File: src/rtl/mem_bus_arbiter.sv
// mem_bus_arbiter: shares one external memory/bus port between the IF stage
// (instruction fetch) and the MEM stage (load/store). MEM has fixed priority.
// Bus signals are registered and held until bus_ack; read data is returned to
// the owning stage with a one-cycle rdy pulse.
// Optional bus watchdog: define MEM_BUS_ARBITER_TIMEOUT_EN to compile in a
// TIMEOUT_W-bit counter that abandons a bus access that never acknowledges
// and reports it with a one-cycle bus_err pulse. Without the macro the
// arbiter waits indefinitely and bus_err is tied low.

module mem_bus_arbiter #(
    parameter int TIMEOUT_W = 8
) (
    input  logic        clk,
    input  logic        reset,

    input  logic        if_req,
    input  logic [31:0] if_addr,
    input  logic        if_flush,
    output logic [31:0] if_rd_data,
    output logic        if_rdy,
    output logic        if_busy,

    input  logic        mem_req,
    input  logic        mem_rw,
    input  logic [31:0] mem_addr,
    input  logic [31:0] mem_wr_data,
    input  logic [3:0]  mem_be,
    output logic [31:0] mem_rd_data,
    output logic        mem_rdy,
    output logic        mem_busy,

    output logic        bus_req,
    output logic        bus_rw,
    output logic [31:0] bus_addr,
    output logic [31:0] bus_wr_data,
    output logic [3:0]  bus_be,
    input  logic        bus_ack,
    input  logic [31:0] bus_rd_data,
    output logic        bus_err
);

    typedef enum logic [1:0] {
        IDLE    = 2'd0,
        IF_ACC  = 2'd1,
        MEM_ACC = 2'd2
    } state_t;

    state_t      state_reg, state_next;

    logic        bus_req_reg,     bus_req_next;
    logic        bus_rw_reg,      bus_rw_next;
    logic [31:0] bus_addr_reg,    bus_addr_next;
    logic [31:0] bus_wr_data_reg, bus_wr_data_next;
    logic [3:0]  bus_be_reg,      bus_be_next;

    logic [31:0] if_rd_data_reg,  if_rd_data_next;
    logic        if_rdy_reg,      if_rdy_next;
    logic [31:0] mem_rd_data_reg, mem_rd_data_next;
    logic        mem_rdy_reg,     mem_rdy_next;

    // Set when the in-flight fetch was flushed; its result must be discarded.
    logic        drop_reg,        drop_next;

    logic        bus_err_next;
    logic        timeout;

    // A stage whose rdy pulse is showing this cycle has just been served; its
    // request line may still be high for this one cycle, so it must not be
    // granted a second time.
    logic        mem_grant;
    logic        if_grant;

    assign mem_grant = mem_req & ~mem_rdy_reg;
    assign if_grant  = if_req  & ~if_rdy_reg & ~if_flush;

`ifdef MEM_BUS_ARBITER_TIMEOUT_EN
    // Expiry fires on the edge where the counter would reach its all-ones
    // value, so the bus request is held for exactly 2^TIMEOUT_W - 1 cycles.
    localparam logic [TIMEOUT_W-1:0] WDOG_LAST = {{(TIMEOUT_W-1){1'b1}}, 1'b0};

    logic [TIMEOUT_W-1:0] wdog_reg, wdog_next;
    logic                 bus_err_reg;

    assign timeout = (state_reg != IDLE) && !bus_ack && (wdog_reg == WDOG_LAST);

    // Watchdog: held at zero in IDLE so it starts cleared on every access.
    always_comb begin
        wdog_next = '0;
        if (state_reg != IDLE) begin
            wdog_next = wdog_reg + 1'b1;
        end
    end

    // Watchdog and error pulse registers.
    always_ff @(posedge clk or negedge reset) begin
        if (!reset) begin
            wdog_reg    <= '0;
            bus_err_reg <= 1'b0;
        end else begin
            wdog_reg    <= wdog_next;
            bus_err_reg <= bus_err_next;
        end
    end

    assign bus_err = bus_err_reg;
`else
    assign timeout = 1'b0;
    assign bus_err = 1'b0;
`endif

    // Next-state and next-register logic for the arbiter FSM.
    always_comb begin
        state_next       = state_reg;
        bus_req_next     = bus_req_reg;
        bus_rw_next      = bus_rw_reg;
        bus_addr_next    = bus_addr_reg;
        bus_wr_data_next = bus_wr_data_reg;
        bus_be_next      = bus_be_reg;
        if_rd_data_next  = if_rd_data_reg;
        if_rdy_next      = 1'b0;
        mem_rd_data_next = mem_rd_data_reg;
        mem_rdy_next     = 1'b0;
        drop_next        = drop_reg;
        bus_err_next     = 1'b0;

        case (state_reg)
            IDLE: begin
                drop_next = 1'b0;
                if (mem_grant) begin
                    bus_req_next     = 1'b1;
                    bus_rw_next      = mem_rw;
                    bus_addr_next    = mem_addr;
                    bus_wr_data_next = mem_wr_data;
                    bus_be_next      = mem_be;
                    state_next       = MEM_ACC;
                end else if (if_grant) begin
                    bus_req_next  = 1'b1;
                    bus_rw_next   = 1'b0;
                    bus_addr_next = if_addr;
                    bus_be_next   = 4'hf;
                    state_next    = IF_ACC;
                end
            end

            IF_ACC: begin
                if (bus_ack || timeout) begin
                    bus_req_next = 1'b0;
                    state_next   = IDLE;
                    drop_next    = 1'b0;
                    bus_err_next = timeout;
                    // A flush at any point of the access, including the
                    // completing edge, discards the fetched word.
                    if (!(drop_reg || if_flush)) begin
                        if_rdy_next     = 1'b1;
                        if_rd_data_next = bus_ack ? bus_rd_data : 32'h0;
                    end
                end else if (if_flush) begin
                    drop_next = 1'b1;
                end
            end

            MEM_ACC: begin
                if (bus_ack || timeout) begin
                    bus_req_next = 1'b0;
                    state_next   = IDLE;
                    mem_rdy_next = 1'b1;
                    bus_err_next = timeout;
                    if (timeout) begin
                        mem_rd_data_next = 32'h0;
                    end else if (!bus_rw_reg) begin
                        mem_rd_data_next = bus_rd_data;
                    end
                end
            end

            default: begin
                state_next   = IDLE;
                bus_req_next = 1'b0;
            end
        endcase
    end

    // State and datapath registers.
    always_ff @(posedge clk or negedge reset) begin
        if (!reset) begin
            state_reg       <= IDLE;
            bus_req_reg     <= 1'b0;
            bus_rw_reg      <= 1'b0;
            bus_addr_reg    <= 32'h0;
            bus_wr_data_reg <= 32'h0;
            bus_be_reg      <= 4'h0;
            if_rd_data_reg  <= 32'h0;
            if_rdy_reg      <= 1'b0;
            mem_rd_data_reg <= 32'h0;
            mem_rdy_reg     <= 1'b0;
            drop_reg        <= 1'b0;
        end else begin
            state_reg       <= state_next;
            bus_req_reg     <= bus_req_next;
            bus_rw_reg      <= bus_rw_next;
            bus_addr_reg    <= bus_addr_next;
            bus_wr_data_reg <= bus_wr_data_next;
            bus_be_reg      <= bus_be_next;
            if_rd_data_reg  <= if_rd_data_next;
            if_rdy_reg      <= if_rdy_next;
            mem_rd_data_reg <= mem_rd_data_next;
            mem_rdy_reg     <= mem_rdy_next;
            drop_reg        <= drop_next;
        end
    end

    assign bus_req     = bus_req_reg;
    assign bus_rw      = bus_rw_reg;
    assign bus_addr    = bus_addr_reg;
    assign bus_wr_data = bus_wr_data_reg;
    assign bus_be      = bus_be_reg;

    assign if_rd_data  = if_rd_data_reg;
    assign if_rdy      = if_rdy_reg;
    assign mem_rd_data = mem_rd_data_reg;
    assign mem_rdy     = mem_rdy_reg;

    // Stall a stage while its request is outstanding.
    assign if_busy  = if_req  & ~if_rdy_reg;
    assign mem_busy = mem_req & ~mem_rdy_reg;

endmodule

File: config.mk
export PLATFORM = sky130hd
export DESIGN_NAME = mem_bus_arbiter
export DESIGN_NICKNAME = d
export VERILOG_FILES = /design/src/rtl/mem_bus_arbiter.sv
export SDC_FILE = /design/constraint.sdc
export NUM_CORES = 1
export LEC_CHECK = 0
export CORE_MARGIN = 5
export CORE_UTILIZATION = 44
export DETAILED_ROUTE_END_ITERATION = 16
export HOLD_SLACK_MARGIN = 0.08
export PLACE_DENSITY = 0.86
export SETUP_SLACK_MARGIN = 0.15
export SKIP_CTS_REPAIR_TIMING = 1
export SYNTH_ARGS = -nofsm -noshare
export SYNTH_HDL_FRONTEND = slang
export SYNTH_SLANG_ARGS = --single-unit
export TNS_END_PERCENT = 20
File: constraint.sdc
create_clock -name clk -period 2.5 [get_ports clk]
set_input_delay 0.5 -clock clk [delete_from_list [all_inputs] [get_ports clk]]
set_output_delay 0.5 -clock clk [all_outputs]
set_load 0.01 [all_outputs]
==> results.cfg <==
[routing]
drt_pass1_iterations = 4
viasPerCell = 4.839
antenna_left = 0
routed_wl_um = 16130
drc = 0
vias = 3973
drt-initial-drc-count = 138
wire_per_inst_um = 19.65

[finish]
nets = 778
final_common_cell = clkdlybuf4s50_1
num-fill-cells = 865
area_growth_pct = 62.92
drive_above_1_share_pct = 30.51
utilization_pct = 73.64
multi_input_area_um2 = 2096
seq_area_um2 = 3478
mostFrequentLayoutCells = clkdlybuf4s50_1 (275), dfrtp_1 (139), mux2_2 (135)
antennaDiodeCount = 0

[timing]
setup_viol = 0
period_share_pct = 88.77
rsz0062_at_grt = no
fin_skew_ns = 0.008133
relSlewSlack_pct = 66.55
finalCriticalPeriod_ns = 2.219
hold_ws_ns = 0.4928
hold_viol = 0
worst_pin_slew_ns = 0.5018
tns_ns = 0
fmax_mhz = 450.6
maxSlewViolCount = 0

[global_routing]
antenna_found_initial = 0
track_usage_pct = 21.17
grt_pass1_wl_um = 25830
grt_pass1_vias = 4647
grt_max_degree = 61
grt_overflow = 0

[power_and_ir_drop]
power.leakage_nw = 3.951
powerDensity_nw_per_um2 = 1298
p_total_mw = 12.16
peakVddDrop_mv = 0.8411

[yosys]
syn_avg_cell_area_um2 = 16.29
ys_warn_count = 0
synthCells = 353
netlist_area_um2 = 5751
synth_cell_types = 29
synth_nets = 495
yosysSeqAreaShare_pct = 60.49
synth-seq-cells = 139

[worst_setup_path]
worst_setup_path_start_kind = input port
path_max_fanout = 3
worstPathRequired_ns = 2.00
crit_type = input port to output pin
cp-end-kind = output pin
worstPathArrival_ns = 1.72
reg2reg_depth = 5

[floorplan]
die-width_um = 124.3
die_area_um2 = 15460
coreArea_um2 = 12720
pin_count = 278
num_rows = 41
initial_utilization_pct = 45.20
dieHeight_um = 124.3

[cts]
numCtsBuffers = 17
clockBufferDepth = 2
clkSlewWorstSetupHoldPaths_ns = 0.05
insertion_delay_ns = 0.41
clock_sinks = 139
root_buffer = clkbuf_16
tritoncts = yes
htree_levels = 4

[outcome]
status = finished clean

[min_path]
hold_class = flip-flop to flip-flop
hold_depth = 1

[placed_design]
dp_hpwl_um = 12110
placement.io_buffers = 276
place.gp.congestion = 0.8003

[run]
maxCapViolations = 0
-- cell families after synthesis --
kind of cell	after synthesis	share of synthesized area (%)
flops	139	60.49
fa+ha+maj	3	0.6528
other cells	1	0.06521
buf+inv	25	3.242
simple gates	12	1.262
compound gates	13	1.654
mux	160	32.64
-- through the flow --
| step | area [um^2] | setup WS [ns] | instances |
|---|---|---|---|
| 5_1_grt | 9369 | 0.2556 | 821 |
| 4_1_cts | 9359 | 0.2803 | 820 |
| 2_1_floorplan | 5751 | 0.7478 | 353 |
| 3_5_place_dp | 8700 | 0.1311 | 788 |
| 3_3_place_gp | 8700 | 0.1862 | 788 |
| 6_report | 9369 | 0.2807 | 821 |
-- critical path: stages --
cell and delay [ns]:
clkdlybuf4s50_1 0.47, nand2b_2 0.09, inv_1 0.11, clkdlybuf4s50_1 0.55
-- cell type report --
cell class              count  area share, %
inverters                   5         0.2003
repair buffers            284          30.97
flip-flops and latches    139          37.13
clock buffers              19          4.728
clock inverters            13          2.310
multi-input cells         189          22.37
well taps                 172          2.297
-- final timing paths --
path / startpoint / to / slack (ns)
max: mem_req / mem_busy / 0.28
min: bus_be[1] / bus_be[1] / 0.49
max reg2reg: state_reg[0] / bus_addr[5] / 0.61
min reg2reg: bus_be[1] / bus_be[1] / 0.49
max in group asynchronous: reset / bus_wr_data[10] / 1.18
min in group asynchronous: reset / bus_wr_data[18] / 0.61
-- per-layer routing --
layer	GRT usage (%)	part of all wire, %
met2	36.48	52
met5	0	0
met1	23.04	37
met4	8.124	2.5
met3	9.134	8.6
-- report_power, final --
part           leakage (nW)  internal [mW]  switching (mW)
Sequential             1.66           3.37           0.617
Clock                 0.310           1.80           0.947
Combinational          1.98           3.41            2.01
Total                  3.95           8.58            3.58
-- cells in the mapped netlist --
| cell type | number | area (um^2) |
|---|---|---|
| dfrtp_1 | 139 | 3478 |
| mux2_2 | 135 | 1520 |
| mux2_4 | 20 | 300.3 |
| buf_2 | 9 | 45.04 |
| inv_1 | 5 | 18.77 |
| mux2_1 | 5 | 56.30 |
| o22a_1 | 5 | 43.79 |
| buf_4 | 4 | 30.03 |
| a21oi_1 | 3 | 15.01 |
| buf_6 | 3 | 33.78 |
| ha_1 | 3 | 37.54 |
| buf_12 | 2 | 40.04 |
| nand2_1 | 2 | 7.510 |
| nor2b_1 | 2 | 12.51 |
| o21ai_0 | 2 | 10.01 |
| a21boi_2 | 1 | 11.26 |
| and2_1 | 1 | 6.260 |
| and2b_1 | 1 | 7.510 |
| and3_1 | 1 | 6.260 |
| buf_8 | 1 | 15.01 |
| clkbuf_1 | 1 | 3.750 |
| conb_1 | 1 | 3.750 |
| nand2_2 | 1 | 6.260 |
| nand2b_1 | 1 | 6.260 |
| nand3_1 | 1 | 5.000 |
| nor2_1 | 1 | 3.750 |
| o22ai_1 | 1 | 6.260 |
| o32ai_1 | 1 | 8.760 |
| or3b_4 | 1 | 11.26 |
Power figures use the tool's default switching activity.
